==> src/rtl/sample_frame_buffer.sv <==
// Ping-pong frame buffer: serial valid/ready sample input, flattened parallel frame output.
// Optional macro SAMPLE_FRAME_BUFFER_BITREV_EN stores samples in bit-reversed address order.
module sample_frame_buffer #(
    parameter  int N     = 16,
    parameter  int DEPTH = 16,
    localparam int AW    = $clog2(DEPTH)
) (
    input  logic               i_clk,
    input  logic               i_rst_n,
    input  logic [N-1:0]       i_word,
    input  logic               i_valid,
    output logic               o_ready,
    input  logic               i_flush,
    output logic [N*DEPTH-1:0] o_frame,
    output logic               o_frame_valid,
    input  logic               i_frame_ack,
    output logic [AW:0]        o_fill,
    output logic               o_overflow
);

    // Storage address for a write pointer; bit-reversed order feeds a radix-2 DIT FFT directly.
    function automatic logic [AW-1:0] f_addr(input logic [AW-1:0] p);
        logic [AW-1:0] a;
        a = '0;
`ifdef SAMPLE_FRAME_BUFFER_BITREV_EN
        for (int i = 0; i < AW; i++) begin
            a[i] = p[AW-1-i];
        end
`else
        a = p;
`endif
        return a;
    endfunction

    logic [1:0][DEPTH-1:0][N-1:0] r_mem;
    logic [1:0]                   r_full;
    logic                         r_wr_bank;
    logic                         r_rd_bank;
    logic [AW-1:0]                r_wr_ptr;
    logic                         r_overflow;

    logic w_accept;
    logic w_ack;
    logic w_last;

    assign o_ready       = ~r_full[r_wr_bank];
    assign o_frame_valid = r_full[r_rd_bank];
    assign o_frame       = r_mem[r_rd_bank];
    assign o_fill        = {1'b0, r_wr_ptr};
    assign o_overflow    = r_overflow;

    assign w_accept = i_valid & o_ready;
    assign w_ack    = i_frame_ack & o_frame_valid;
    assign w_last   = (r_wr_ptr == AW'(DEPTH - 1));

    // Sample storage; flush leaves contents untouched.
    always_ff @(posedge i_clk or negedge i_rst_n) begin
        if (!i_rst_n) begin
            r_mem <= '0;
        end else if (w_accept && !i_flush) begin
            r_mem[r_wr_bank][f_addr(r_wr_ptr)] <= i_word;
        end else begin
            r_mem <= r_mem;
        end
    end

    // Bank status, pointers and sticky overflow. The write bank is always EMPTY and the
    // ack bank always FULL, so a final write and an ack never touch the same status bit.
    always_ff @(posedge i_clk or negedge i_rst_n) begin
        if (!i_rst_n) begin
            r_full     <= 2'b00;
            r_wr_bank  <= 1'b0;
            r_rd_bank  <= 1'b0;
            r_wr_ptr   <= '0;
            r_overflow <= 1'b0;
        end else if (i_flush) begin
            r_full     <= 2'b00;
            r_wr_bank  <= 1'b0;
            r_rd_bank  <= 1'b0;
            r_wr_ptr   <= '0;
            r_overflow <= 1'b0;
        end else begin
            if (w_accept) begin
                if (w_last) begin
                    r_full[r_wr_bank] <= 1'b1;
                    r_wr_bank         <= ~r_wr_bank;
                    r_wr_ptr          <= '0;
                end else begin
                    r_wr_ptr <= r_wr_ptr + AW'(1);
                end
            end
            if (w_ack) begin
                r_full[r_rd_bank] <= 1'b0;
                r_rd_bank         <= ~r_rd_bank;
            end
            if (i_valid && !o_ready) begin
                r_overflow <= 1'b1;
            end
        end
    end

endmodule

==> config.mk <==
export PLATFORM = sky130hd
export DESIGN_NAME = sample_frame_buffer
export DESIGN_NICKNAME = d
export VERILOG_FILES = /design/src/rtl/sample_frame_buffer.sv
export SDC_FILE = /design/constraint.sdc
export NUM_CORES = 1
export LEC_CHECK = 0
export BUFFER_PORTS_ARGS = -buffer_cell sky130_fd_sc_hd__buf_2
export CORE_UTILIZATION = 30
export CTS_CLUSTER_DIAMETER = 60
export DETAILED_ROUTE_END_ITERATION = 8
export PLACE_DENSITY_LB_ADDON = 0.15
export SETUP_SLACK_MARGIN = 0.1
export SYNTH_ARGS = -nofsm -noshare
export SYNTH_HDL_FRONTEND = slang
export SYNTH_SLANG_ARGS = --single-unit
==> constraint.sdc <==
create_clock -name i_clk -period 3.6 [get_ports i_clk]
set_input_delay 0.9 -clock i_clk [delete_from_list [all_inputs] [get_ports i_clk]]
set_output_delay 0.9 -clock i_clk [all_outputs]
set_load 0.005 [all_outputs]
==> metrics.json <==
{
  "run_status": {"value": "complete, no violations"},
  "fin_worst_hold_slack": {"value": 0.2276, "unit": "ns"},
  "reg2regPathDepth": {"value": 4},
  "post-layout-total-power": {"value": 13.73, "unit": "mW"},
  "pwr_density_cell": {"value": 493.6, "unit": "nW/um^2"},
  "netlist.top_cell.by_area": {"value": "dfrtp_1"},
  "netSwitchingPower": {"value": 3.202, "unit": "mW"},
  "clkTransAtPathRegs": {"value": 0.05, "unit": "ns"},
  "grt_max_degree": {"value": 70},
  "route.met2.wl": {"value": 30800, "unit": "um"},
  "drt_pass1_iterations": {"value": 4},
  "hold_path_class": {"value": "primary input to async pin"},
  "detailroute.via_count": {"value": 13402},
  "share_of_the_synthesized_area_in_the_top_cell_type": {"value": 56.73, "unit": "%"},
  "final-hold-violation-count": {"value": 0},
  "synth_compound_gate_area_share": {"value": 0.3103, "unit": "%"},
  "numCtsBuffers": {"value": 70},
  "critical-path-slowest-cell": {"value": "dfrtp_4"},
  "drt.antenna.violating_nets": {"value": 0},
  "worst-endpoint-required": {"value": 2.70, "unit": "ns"},
  "initial_core_util": {"value": 30.31, "unit": "%"},
  "finalWorstPathRequiredPeriod": {"value": 3.322, "unit": "ns"},
  "finalCritPeriodShare": {"value": 92.28, "unit": "%"},
  "ys_ff_latch": {"value": 521},
  "horizontal_extent_of_the_die": {"value": 278.8, "unit": "um"},
  "clockRootBuffer": {"value": "clkbuf_16"},
  "wl_met1": {"value": 28880, "unit": "um"},
  "grt_first_pass_wirelength": {"value": 96890, "unit": "um"},
  "timing.clock.skew": {"value": 0.02220, "unit": "ns"},
  "final-seq-area": {"value": 13040, "unit": "um^2"},
  "leakage": {"value": 14.50, "unit": "nW"},
  "cap_violations": {"value": 0},
  "layout-drive-gt1-share": {"value": 67.34, "unit": "%"},
  "antenna_found_initial": {"value": 0},
  "ctsLongestPathBuffers": {"value": 3},
  "core_region": {"value": 75820, "unit": "um^2"},
  "cts.sink_count": {"value": 521},
  "synth.yosys.seq_area_share": {"value": 56.73, "unit": "%"},
  "mean_area_per_synthesized_cell": {"value": 15.24, "unit": "um^2"},
  "timing.critical_path.fanout_max": {"value": 32},
  "finish.instance_area": {"value": 27810, "unit": "um^2"},
  "synth-async-reset-ratio": {"value": 100.0, "unit": "%"},
  "synthesis.instances": {"value": 1508},
  "dr_wl_met3": {"value": 2712, "unit": "um"},
  "criticalPathCategory": {"value": "flop to primary output"},
  "cts_tree": {"value": "yes"},
  "transition_time_at_the_pin_with_the_least_slew_margin": {"value": 0.8493, "unit": "ns"},
  "timing.setup.tns": {"value": 0, "unit": "ns"},
  "relative_contribution_of_sequential_cells_to_total_power": {"value": 44.8, "unit": "%"},
  "worst_path_cell_chain": {"value": "buf_4 > mux2_2 > buf_2"},
  "routabilityCongestion": {"value": 0.7364},
  "post_synth_fa_ha_maj_area_fraction": {"value": 0.2178, "unit": "%"},
  "final_cell_count_no_fill": {"value": 2811},
  "full_die_area": {"value": 77720, "unit": "um^2"},
  "synth_flop_cell": {"value": "dfrtp_1"},
  "synth_top_family_by_area": {"value": "multiplexers"},
  "post_synth_xor_area_fraction": {"value": 0, "unit": "%"},
  "grt_setup_unrepaired": {"value": "false"},
  "rows": {"value": 101},
  "clock_latency": {"value": 0.59, "unit": "ns"},
  "grt_pass1_vias": {"value": 14582},
  "area_of_the_multi_input_gates": {"value": 9397, "unit": "um^2"},
  "combPwrFrac": {"value": 7.2, "unit": "%"},
  "synthSimpleGateAreaFrac": {"value": 2.237, "unit": "%"},
  "power_frac_clock": {"value": 48.1, "unit": "%"},
  "crit_path_end_kind": {"value": "primary output"},
  "synth.net_count": {"value": 1533},
  "filler_cell_count": {"value": 7299},
  "cp_data_arrival_time": {"value": 2.42, "unit": "ns"},
  "io-pin-count": {"value": 285},
  "port_buffers": {"value": 283},
  "yosysUniqueCellTypes": {"value": 33},
  "setup_viol_count_final": {"value": 0},
  "post_synth_mux_area_share": {"value": 37.94, "unit": "%"},
  "max_slew_margin": {"value": 43.22, "unit": "%"},
  "internal_power": {"value": 10.53, "unit": "mW"},
  "hold_buffers": {"value": 0},
  "fmax": {"value": 0.3010, "unit": "GHz"},
  "post_cts_resize_count": {"value": 0},
  "total_number_of_h_tree_levels": {"value": 3},
  "top_layer": {"value": "met4"},
  "layout.nets": {"value": 1813},
  "ys.warnings.count": {"value": 0},
  "netlist_area": {"value": 22980, "unit": "um^2"},
  "power.ir.vdd_worst": {"value": 0.2682, "unit": "mV"},
  "drc_violation_count_after_routing": {"value": 0},
  "wl": {"value": 63580, "unit": "um"},
  "syn2layout_area_growth": {"value": 21.00, "unit": "%"},
  "detailed_place_hpwl": {"value": 41750, "unit": "um"},
  "cts_setup_buffers": {"value": 0},
  "route.detailed.vias_per_inst": {"value": 4.768},
  "first_iter_violations": {"value": 501},
  "post_synth_main_area_contributors": {"value": "dfrtp_1, mux2_2, clkbuf_1"},
  "timing.critical_path.slowest_cell_delay": {"value": 0.80, "unit": "ns"},
  "drt-wirelength-per-cell": {"value": 22.62, "unit": "um"},
  "switching_share": {"value": 23.32, "unit": "%"},
  "timing.final.max_slew_violations": {"value": 0},
  "start_kind": {"value": "flop"},
  "die_h": {"value": 278.8, "unit": "um"},
  "global_route.usage.total": {"value": 16.61, "unit": "%"},
  "number_of_enable_flip_flop_cells_after_synthesis": {"value": 0},
  "dpl_cell_area": {"value": 25630, "unit": "um^2"},
  "placed_cells_incl_taps": {"value": 2694},
  "grt_residual_overflow": {"value": 0}
}
power groups by stage:
stage / Combinational [mW] / Sequential, mW / Clock, mW
floorplan: 0.485 / 6.21 / 0
global placement: 1.01 / 6.24 / 0
detailed placement: 1.02 / 6.25 / 0
CTS: 1.03 / 6.14 / 6.85
global route: 1.09 / 6.17 / 7.10
finish: 0.983 / 6.15 / 6.60
logic make-up (layout without fill, tap and decap cells):
family / Yosys count / in the layout
DFF: 521 / 521
muxes: 771 / 771
other: 1 / 3
AOI/OAI and AO/OA: 13 / 13
and+or+nand+nor: 65 / 65
buffers and inverters: 133 / 456
adders and majority gates: 4 / 4
worst max-delay path: cells and delay by family (launching register included):
kind / cells / cell delay [ns]
buffers and inverters: 2 / 0.60
flip-flops: 1 / 0.80
multiplexers: 1 / 0.42
synth_stat cells (2+ instances only):
| master | number |
|---|---|
| inv_1 | 5 |
| ha_1 | 4 |
| buf_4 | 4 |
| nand3b_1 | 2 |
| nand2_1 | 6 |
| nor3_2 | 6 |
| nor4_4 | 5 |
| nor2b_1 | 3 |
| nand3_2 | 8 |
| mux2_4 | 10 |
| o21ai_0 | 4 |
| buf_2 | 40 |
| buf_6 | 3 |
| dfrtp_1 | 521 |
| nor2_1 | 5 |
| nand3_1 | 15 |
| and3b_1 | 2 |
| nand2b_1 | 5 |
| mux2_2 | 761 |
| a21oi_1 | 7 |
| clkbuf_1 | 80 |
flip-flops by register name (all words and copies together), names as in the netlist:
| register | count |
|---|---|
| r_wr_ptr | 4 |
| r_wr_bank | 1 |
| r_full | 2 |
| r_rd_bank | 1 |
| o_overflow | 1 |
| r_mem | 512 |
final cells by class:
cell class              instances  share of cell area (%)
inverters                       5                 0.06749
multi-input cells             854                   33.79
repair buffers                336                   7.010
well taps                     978                   4.400
clock buffers                  98                   7.221
clock inverters                17                  0.6029
flip-flops and latches        521                   46.89
diodes                          2                 0.01800
worst paths after layout:
path	start	end	slack (ns)
min reg2reg	r_mem[507]	r_mem[507]	0.50
max reg2reg	r_wr_bank	r_mem[258]	1.18
max in group asynchronous	i_rst_n	r_mem[416]	2.31
min in group i_clk	r_mem[507]	r_mem[507]	0.50
min	i_rst_n	r_mem[39]	0.23
max	r_rd_bank	o_frame[95]	0.28
through the flow:
step | util, % | setup slack, ns
after floorplan | - | 1.166
after global placement | 33.80 | 0.6352
after detailed placement | 33.80 | 0.6259
after CTS | 36.67 | 0.1998
after global routing | 36.67 | 0.1670
final | 36.68 | 0.2778
metal layers:
metal	GRT usage, %	vias to the layer above
met5	0	-
met4	4.635	0
met3	3.389	82
met2	27.42	250
met1	22.01	7111
li1	-	5959
cell usage in the layout, fill, tap and decap left out, types with 2 or more instances in the layout:
cell type,Yosys,routed
buf_12,0,10
and3b_1,2,2
buf_4,4,43
inv_8,0,2
a21oi_1,7,7
buf_2,40,282
clkbuf_8,0,13
clkbuf_1,80,14
nand3_2,8,8
dfrtp_1,521,520
bufinv_16,0,2
clkinvlp_4,0,2
inv_1,5,5
clkinv_2,0,7
clkinv_4,0,3
diode_2,0,2
nor4_4,5,5
mux2_2,761,761
nand2b_1,5,5
ha_1,4,4
nor3_4,0,5
clkbuf_16,0,71
mux2_4,10,10
nand2_1,6,6
nand3_1,15,15
nor2b_1,3,3
nor2_1,5,5
nand3b_1,2,2
o21ai_0,4,4
Note: power is estimated with default switching activity, not from simulation.
